File: config.mk
export PLATFORM = sky130hd
export DESIGN_NAME = decode_issue_stage_flat
export DESIGN_NICKNAME = d
export VERILOG_FILES = /design/src/rtl/decode_issue_stage_pkg.sv /design/src/rtl/decode_issue_stage_if.sv /design/src/rtl/decode_issue_stage_reg_scoreboard.sv /design/src/rtl/decode_issue_stage.sv /design/src/flat_wrapper.sv
export SDC_FILE = /design/constraint.sdc
export NUM_CORES = 1
export LEC_CHECK = 0
export ABC_AREA = 1
export CAP_MARGIN = 15
export CORE_AREA = 2 2 117 85
export CTS_BUF_LIST = sky130_fd_sc_hd__clkbuf_8
export CTS_CLUSTER_SIZE = 28
export DETAILED_ROUTE_END_ITERATION = 16
export DIE_AREA = 0 0 119 87
export GPL_ROUTABILITY_DRIVEN = 0
export PLACE_DENSITY_LB_ADDON = 0.05
export SLEW_MARGIN = 10
export SYNTH_ARGS = -nofsm -noshare
export SYNTH_HDL_FRONTEND = slang
export SYNTH_HIERARCHICAL = 1
export SYNTH_SLANG_ARGS = --single-unit
File: constraint.sdc
create_clock -name clk -period 1.8 [get_ports clk]
set_input_delay 0.27 -clock clk [delete_from_list [all_inputs] [get_ports clk]]
set_output_delay 0.27 -clock clk [all_outputs]
set_load 0.05 [all_outputs]
File: src/rtl/decode_issue_stage_pkg.sv
// Shared constants, instruction field layout and issue payload for the decode/issue stage.
package decode_issue_stage_pkg;

  localparam int unsigned DATA_W  = 16;
  localparam int unsigned ADDR_W  = 4;
  localparam int unsigned OPC_W   = 4;
  localparam int unsigned INSTR_W = 16;
  localparam int unsigned STALL_W = 16;
  localparam int unsigned NREG    = 2 ** ADDR_W;

  localparam int unsigned OPC_LSB = 12;
  localparam int unsigned RD_LSB  = 8;
  localparam int unsigned RS1_LSB = 4;
  localparam int unsigned RS2_LSB = 0;

  localparam logic [OPC_W-1:0] NOP_OPCODE   = 4'h0;
  localparam logic [OPC_W-1:0] STORE_OPCODE = 4'hF;

  typedef struct packed {
    logic [OPC_W-1:0]  opcode;
    logic [ADDR_W-1:0] dest;
    logic [DATA_W-1:0] a;
    logic [DATA_W-1:0] b;
  } issue_t;

  // True when the opcode produces a register result.
  function automatic logic op_writes(input logic [OPC_W-1:0] opcode);
    return (opcode != NOP_OPCODE) && (opcode != STORE_OPCODE);
  endfunction

endpackage

File: src/rtl/decode_issue_stage_if.sv
// Instruction, register-file, issue and writeback signals of the decode/issue stage.
interface decode_issue_stage_if;
  import decode_issue_stage_pkg::*;

  logic                instrValid;
  logic [INSTR_W-1:0]  instr;
  logic                instrReady;
  logic [ADDR_W-1:0]   read1;
  logic [ADDR_W-1:0]   read2;
  logic [DATA_W-1:0]   dataRead1;
  logic [DATA_W-1:0]   dataRead2;
  logic                issueValid;
  logic                issueReady;
  logic [OPC_W-1:0]    issueOpcode;
  logic [ADDR_W-1:0]   issueDest;
  logic [DATA_W-1:0]   issueA;
  logic [DATA_W-1:0]   issueB;
  logic                wbValid;
  logic [ADDR_W-1:0]   wbDest;
  logic [STALL_W-1:0]  stallCount;

  modport slave (
    input  instrValid, instr, dataRead1, dataRead2, issueReady, wbValid, wbDest,
    output instrReady, read1, read2, issueValid, issueOpcode, issueDest,
           issueA, issueB, stallCount
  );

  modport master (
    output instrValid, instr, dataRead1, dataRead2, issueReady, wbValid, wbDest,
    input  instrReady, read1, read2, issueValid, issueOpcode, issueDest,
           issueA, issueB, stallCount
  );

endinterface

File: src/rtl/decode_issue_stage_reg_scoreboard.sv
// Per-register busy bits: set on issue of a writer, cleared on writeback, queried for hazards.
module decode_issue_stage_reg_scoreboard
  import decode_issue_stage_pkg::*;
(
  input  logic              clk,
  input  logic              reset,
  input  logic              set_i,
  input  logic [ADDR_W-1:0] set_addr_i,
  input  logic              clr_i,
  input  logic [ADDR_W-1:0] clr_addr_i,
  input  logic [ADDR_W-1:0] rs1_i,
  input  logic [ADDR_W-1:0] rs2_i,
  input  logic [ADDR_W-1:0] rd_i,
  input  logic              rd_chk_i,
  output logic              hazard_c_o
);

  logic [NREG-1:0] busy_q;
  logic [NREG-1:0] busy_d;
  logic [NREG-1:0] set_mask_c;
  logic [NREG-1:0] clr_mask_c;

  assign set_mask_c = set_i ? (NREG'(1) << set_addr_i) : '0;
  assign clr_mask_c = clr_i ? (NREG'(1) << clr_addr_i) : '0;

  // Set is applied after clear so a same-edge set/clear leaves the bit busy.
  always_comb begin
    busy_d = (busy_q & ~clr_mask_c) | set_mask_c;
  end

  always_ff @(posedge clk or posedge reset) begin
    if (reset) begin
      busy_q <= '0;
    end else begin
      busy_q <= busy_d;
    end
  end

  // Uses the registered bits only, so a writeback never bypasses a hazard in its own cycle.
  assign hazard_c_o = busy_q[rs1_i] | busy_q[rs2_i] | (rd_chk_i & busy_q[rd_i]);

endmodule

File: src/rtl/decode_issue_stage.sv
// Decodes an instruction, reads operands from the register file and issues into a
// one-entry issue register, stalling on RAW/WAW hazards tracked by the scoreboard.
module decode_issue_stage
  import decode_issue_stage_pkg::*;
(
  input  logic                  clk,
  input  logic                  reset,
  decode_issue_stage_if.slave   bus
);

  logic [OPC_W-1:0]   opcode_c;
  logic [ADDR_W-1:0]  rd_c;
  logic [ADDR_W-1:0]  rs1_c;
  logic [ADDR_W-1:0]  rs2_c;
  logic               writes_c;
  logic               hazard_c;
  logic               slot_free_c;
  logic               instr_ready_c;
  logic               accept_c;

  issue_t             issue_q;
  issue_t             issue_d;
  logic               issue_valid_q;
  logic               issue_valid_d;
  logic [STALL_W-1:0] stall_q;
  logic [STALL_W-1:0] stall_d;

  assign opcode_c = bus.instr[OPC_LSB +: OPC_W];
  assign rd_c     = bus.instr[RD_LSB  +: ADDR_W];
  assign rs1_c    = bus.instr[RS1_LSB +: ADDR_W];
  assign rs2_c    = bus.instr[RS2_LSB +: ADDR_W];
  assign writes_c = op_writes(opcode_c);

  decode_issue_stage_reg_scoreboard u_scoreboard (
    .clk        (clk),
    .reset      (reset),
    .set_i      (accept_c & writes_c),
    .set_addr_i (rd_c),
    .clr_i      (bus.wbValid),
    .clr_addr_i (bus.wbDest),
    .rs1_i      (rs1_c),
    .rs2_i      (rs2_c),
    .rd_i       (rd_c),
    .rd_chk_i   (writes_c),
    .hazard_c_o (hazard_c)
  );

  assign slot_free_c   = !issue_valid_q || bus.issueReady;
  assign instr_ready_c = slot_free_c && !hazard_c;
  assign accept_c      = bus.instrValid && instr_ready_c;

  // Issue register load/drain and saturating stall counter.
  always_comb begin
    issue_d       = issue_q;
    issue_valid_d = issue_valid_q;
    stall_d       = stall_q;

    if (accept_c) begin
      issue_d.opcode = opcode_c;
      issue_d.dest   = rd_c;
      issue_d.a      = bus.dataRead1;
      issue_d.b      = bus.dataRead2;
      issue_valid_d  = 1'b1;
    end else if (issue_valid_q && bus.issueReady) begin
      issue_valid_d  = 1'b0;
    end

    if (bus.instrValid && hazard_c && (stall_q != '1)) begin
      stall_d = stall_q + STALL_W'(1);
    end
  end

  always_ff @(posedge clk or posedge reset) begin
    if (reset) begin
      issue_q       <= '0;
      issue_valid_q <= 1'b0;
      stall_q       <= '0;
    end else begin
      issue_q       <= issue_d;
      issue_valid_q <= issue_valid_d;
      stall_q       <= stall_d;
    end
  end

  assign bus.instrReady  = instr_ready_c;
  assign bus.read1       = rs1_c;
  assign bus.read2       = rs2_c;
  assign bus.issueValid  = issue_valid_q;
  assign bus.issueOpcode = issue_q.opcode;
  assign bus.issueDest   = issue_q.dest;
  assign bus.issueA      = issue_q.a;
  assign bus.issueB      = issue_q.b;
  assign bus.stallCount  = stall_q;

endmodule

File: src/flat_wrapper.sv
// flat-port wrapper written by rule: the top's interface ports become plain ports
module decode_issue_stage_flat import decode_issue_stage_pkg::*;
  (clk, reset, bus_instrValid, bus_instr, bus_dataRead1, bus_dataRead2, bus_issueReady, bus_wbValid, bus_wbDest, bus_instrReady, bus_read1, bus_read2, bus_issueValid, bus_issueOpcode, bus_issueDest, bus_issueA, bus_issueB, bus_stallCount);
  decode_issue_stage_if bus_i ();
  input  logic clk;
  input  logic reset;
  input wire logic [$bits(bus_i.instrValid)-1:0] bus_instrValid;
  input wire logic [$bits(bus_i.instr)-1:0] bus_instr;
  input wire logic [$bits(bus_i.dataRead1)-1:0] bus_dataRead1;
  input wire logic [$bits(bus_i.dataRead2)-1:0] bus_dataRead2;
  input wire logic [$bits(bus_i.issueReady)-1:0] bus_issueReady;
  input wire logic [$bits(bus_i.wbValid)-1:0] bus_wbValid;
  input wire logic [$bits(bus_i.wbDest)-1:0] bus_wbDest;
  output wire logic [$bits(bus_i.instrReady)-1:0] bus_instrReady;
  output wire logic [$bits(bus_i.read1)-1:0] bus_read1;
  output wire logic [$bits(bus_i.read2)-1:0] bus_read2;
  output wire logic [$bits(bus_i.issueValid)-1:0] bus_issueValid;
  output wire logic [$bits(bus_i.issueOpcode)-1:0] bus_issueOpcode;
  output wire logic [$bits(bus_i.issueDest)-1:0] bus_issueDest;
  output wire logic [$bits(bus_i.issueA)-1:0] bus_issueA;
  output wire logic [$bits(bus_i.issueB)-1:0] bus_issueB;
  output wire logic [$bits(bus_i.stallCount)-1:0] bus_stallCount;
  assign bus_i.instrValid = bus_instrValid;
  assign bus_i.instr = bus_instr;
  assign bus_i.dataRead1 = bus_dataRead1;
  assign bus_i.dataRead2 = bus_dataRead2;
  assign bus_i.issueReady = bus_issueReady;
  assign bus_i.wbValid = bus_wbValid;
  assign bus_i.wbDest = bus_wbDest;
  assign bus_instrReady = bus_i.instrReady;
  assign bus_read1 = bus_i.read1;
  assign bus_read2 = bus_i.read2;
  assign bus_issueValid = bus_i.issueValid;
  assign bus_issueOpcode = bus_i.issueOpcode;
  assign bus_issueDest = bus_i.issueDest;
  assign bus_issueA = bus_i.issueA;
  assign bus_issueB = bus_i.issueB;
  assign bus_stallCount = bus_i.stallCount;
  decode_issue_stage u_core (.clk(clk), .reset(reset), .bus(bus_i));
endmodule
==> flow_metrics.py <==
metrics = {
    "run_status": {
        "status": "finished with violations",
        "violations": "setup timing",
    },
    "critical_path": {
        "critical_path.max_stage_delay_ps": 410,
        "crit_path_end_kind": "primary output",
        "critPathSlowestCell": "dfrtp_1",
        "crit_buf_inv": 3,
        "critPathRequiredTime_ps": 1530,
        "path_max_fanout": 2,
        "startpoint_type": "register",
        "cp.arrival_ps": 1890,
        "crit_type": "reg -> out",
        "cp_top_family": "flip-flops",
        "path_cells": "buf_6 > o211ai_1 > nand3_1 > nand3_1 > nand2_1 > nand2_1 > nand2_2 > a21oi_4 > buf_6 > buf_12",
    },
    "cells_and_area": {
        "final_util": 0.727,
        "antenna_cells": 0,
        "drive_gt1_frac": 0.328,
        "fillers": 691,
        "layout.nets": 778,
        "finalInstanceArea_um2": 6800,
        "regArea_um2": 1830,
        "multiInputGateArea_um2": 2250,
        "area_growth_syn_to_layout_pct": 72.1,
    },
    "logic_synthesis": {
        "ys_seq_area_frac": 0.463,
        "synth-seq-cells": 73,
        "syn-num-nets": 601,
        "yosysWarnings": 6,
        "netlist_area_um2": 3950,
        "synth_cell_types": 23,
        "syn_avg_cell_area_um2": 7.27,
        "synthCells": 543,
    },
    "global_route": {
        "grt_usage": 0.261,
        "first_global_vias": 4053,
        "grt_pass1_wl_mm": 21.0,
        "antenna_found_initial": 0,
        "grt_max_degree": 58,
        "grt_remaining_overflow": 0,
    },
    "min_path": {
        "hp-class": "in -> async",
    },
    "die": {
        "die-area_um2": 10400,
        "num_rows": 30,
        "die_h_um": 87,
        "fp.coreArea_um2": 9350,
        "start_util": 0.422,
        "die_w_um": 119,
        "io_pins": 123,
    },
    "placed_design": {
        "placed_area_um2": 5480,
        "port_buffers": 122,
        "dp_hpwl_mm": 8.65,
    },
    "clock_network": {
        "numCtsBuffers": 9,
        "clkLatencyLatePin_ps": 360,
        "h-tree-depth": 3,
        "cts_buffer_depth": 2,
        "clk_pin_slew_ps": 80,
        "holdBufCountCts": 0,
        "cts_tree": "yes",
        "cts_sinks": 73,
        "cts_root_buffer": "clkbuf_8",
    },
    "timing": {
        "fin_tns_setup_ps": -13830,
        "maxSlewHeadroom": 0.595,
        "rsz0062_at_grt": "yes",
        "fmax_mhz": 464,
        "tightest_slew_ps": 607,
        "drv_slew": 0,
        "fin_ws_ps": -356,
        "min_period_ps": 2160,
        "hold_viol_final": 0,
        "setup_viol": 59,
        "period_share": 1.20,
        "clock_skew_ps": 16.2,
    },
    "route": {
        "drtAntennaViolNets": 0,
        "vias_per_cell": 5.26,
        "routedWlPerCell_um": 17.4,
        "drc": 0,
        "drtPass1Iterations": 6,
        "detail_route.iter0.violations": 364,
        "routed_wl_mm": 14.8,
        "via_count": 4486,
    },
    "power": {
        "power_density_nw_per_um2": 1130,
        "p_leak_uw": 0.00349,
        "ir_worst_vdd_uv": 734,
        "total_power_uw": 7650,
    },
    "job": {
        "maxCapViolCount": 0,
    },
}
==> flip-flops by register name (all words and copies together) (netlist names) <==
register,count
u_core/bus.issueOpcode,4
u_core/bus.stallCount,16
u_core/bus.issueDest,4
u_core/bus.issueB,16
u_core/bus.issueValid,1
u_core/u_scoreboard/busy_q,16
u_core/bus.issueA,16
==> metrics by stage <==
| stage | std cells | hold WS, ps | setup slack (ps) |
|---|---|---|---|
| floorplan | 543 | 184 | 23.5 |
| global placement | 799 | 453 | -571 |
| detailed placement | 799 | 458 | -645 |
| CTS | 844 | 325 | -302 |
| global route | 853 | 355 | -470 |
| finish | 853 | 319 | -356 |
==> layout make-up <==
class | count | area share
Multi-Input combinational cell | 392 | 0.331
Timing Repair Buffer | 190 | 0.316
Sequential cell | 73 | 0.269
Inverter | 54 | 0.0328
Tap cell | 128 | 0.0236
Clock buffer | 10 | 0.0203
Clock inverter | 6 | 0.00755
==> logic make-up after synthesis <==
logic type      share of synthesized area
xor+xnor                           0.0133
compound gates                     0.0662
fa+ha+maj                         0.00317
flops                               0.463
simple gates                        0.359
buf+inv                            0.0954
==> worst paths after layout <==
kind,start,end,slack [ps],cells past startpoint
setup / recovery,u_core/u_scoreboard/busy_q[12],bus_instrReady,-360,10
hold / removal,reset,u_core/bus.issueB[7],320,3
setup reg to reg,u_core/u_scoreboard/busy_q[12],u_core/u_scoreboard/busy_q[9],-300,13
hold reg to reg,u_core/bus.issueA[13],u_core/bus.issueA[13],500,2
max in group asynchronous,reset,u_core/u_scoreboard/busy_q[2],1060,2
min in group clk,bus_dataRead1[0],u_core/bus.issueA[0],470,3
==> synthesized netlist by cell type <==
master,count,area share
a21oi_1,2,0.0025
buf_1,3,0.0029
buf_2,4,0.0051
buf_4,9,0.017
buf_6,3,0.0086
clkbuf_1,7,0.0067
dfrtp_1,73,0.46
ha_1,1,0.0032
inv_1,52,0.049
inv_8,2,0.0057
nand2_1,212,0.20
nand2_2,1,0.0016
nand3_1,96,0.12
nand3_4,1,0.0044
nand3b_1,2,0.0038
nand4_1,4,0.0063
nor2_1,18,0.017
nor2_4,1,0.0029
o211ai_1,3,0.0057
o21ai_0,40,0.051
o21ai_4,1,0.0041
o22ai_1,2,0.0032
xnor2_1,6,0.013
==> power by group <==
group          internal, uW  switching, uW  leakage [uW]
sequential             2050            416      0.000931
clock                   659            609      0.000110
combinational          1460           2450       0.00245
total                  4180           3480       0.00349
==> worst reg2reg max path, stage by stage (launching register included) <==
cell      delay [ps]
dfrtp_1          410
buf_6            130
o211ai_1         190
nand3_1          100
nand3_1           80
nand2_1           60
nand2_1           80
nand2_2           80
a21oi_4          150
buf_6            150
nand2_8           90
a21oi_4          210
nand2_4          150
o21ai_2          150
==> layer usage <==
layer / share of wire / track usage / vias to the layer above
met4: 0.010 / 0.0455 / 0
met3: 0.10 / 0.0772 / 23
met2: 0.47 / 0.409 / 255
met5: 0 / 0 / -
met1: 0.42 / 0.364 / 2109
li1: - / - / 2099
==> timing repair <==
| action | 4_1_cts | 5_1_grt |
|---|---|---|
| buffers inserted | 17 | 9 |
| gates resized for setup | 75 | 163 |
| gates cloned | 12 | 5 |
| endpoints found under the setup margin | 83 | 91 |
| pin swaps | 15 | 25 |
==> layout by cell type, fill, tap and decap left out, drive strengths merged <==
cell             n
o21ai           43
o22ai            2
bufinv           1
nand3b           2
dlymetal6s2s    18
nand3           97
nand4            4
ha               1
clkdlybuf4s50   53
clkdlybuf4s15    2
buf            102
clkinv           2
o211ai           3
clkbuf          12
xnor2            6
a21oi            2
nand2          213
dfrtp           73
dlygate4sd2     11
nor2            19
inv             57
bufbuf           2
(Power assumes the default switching activity.)
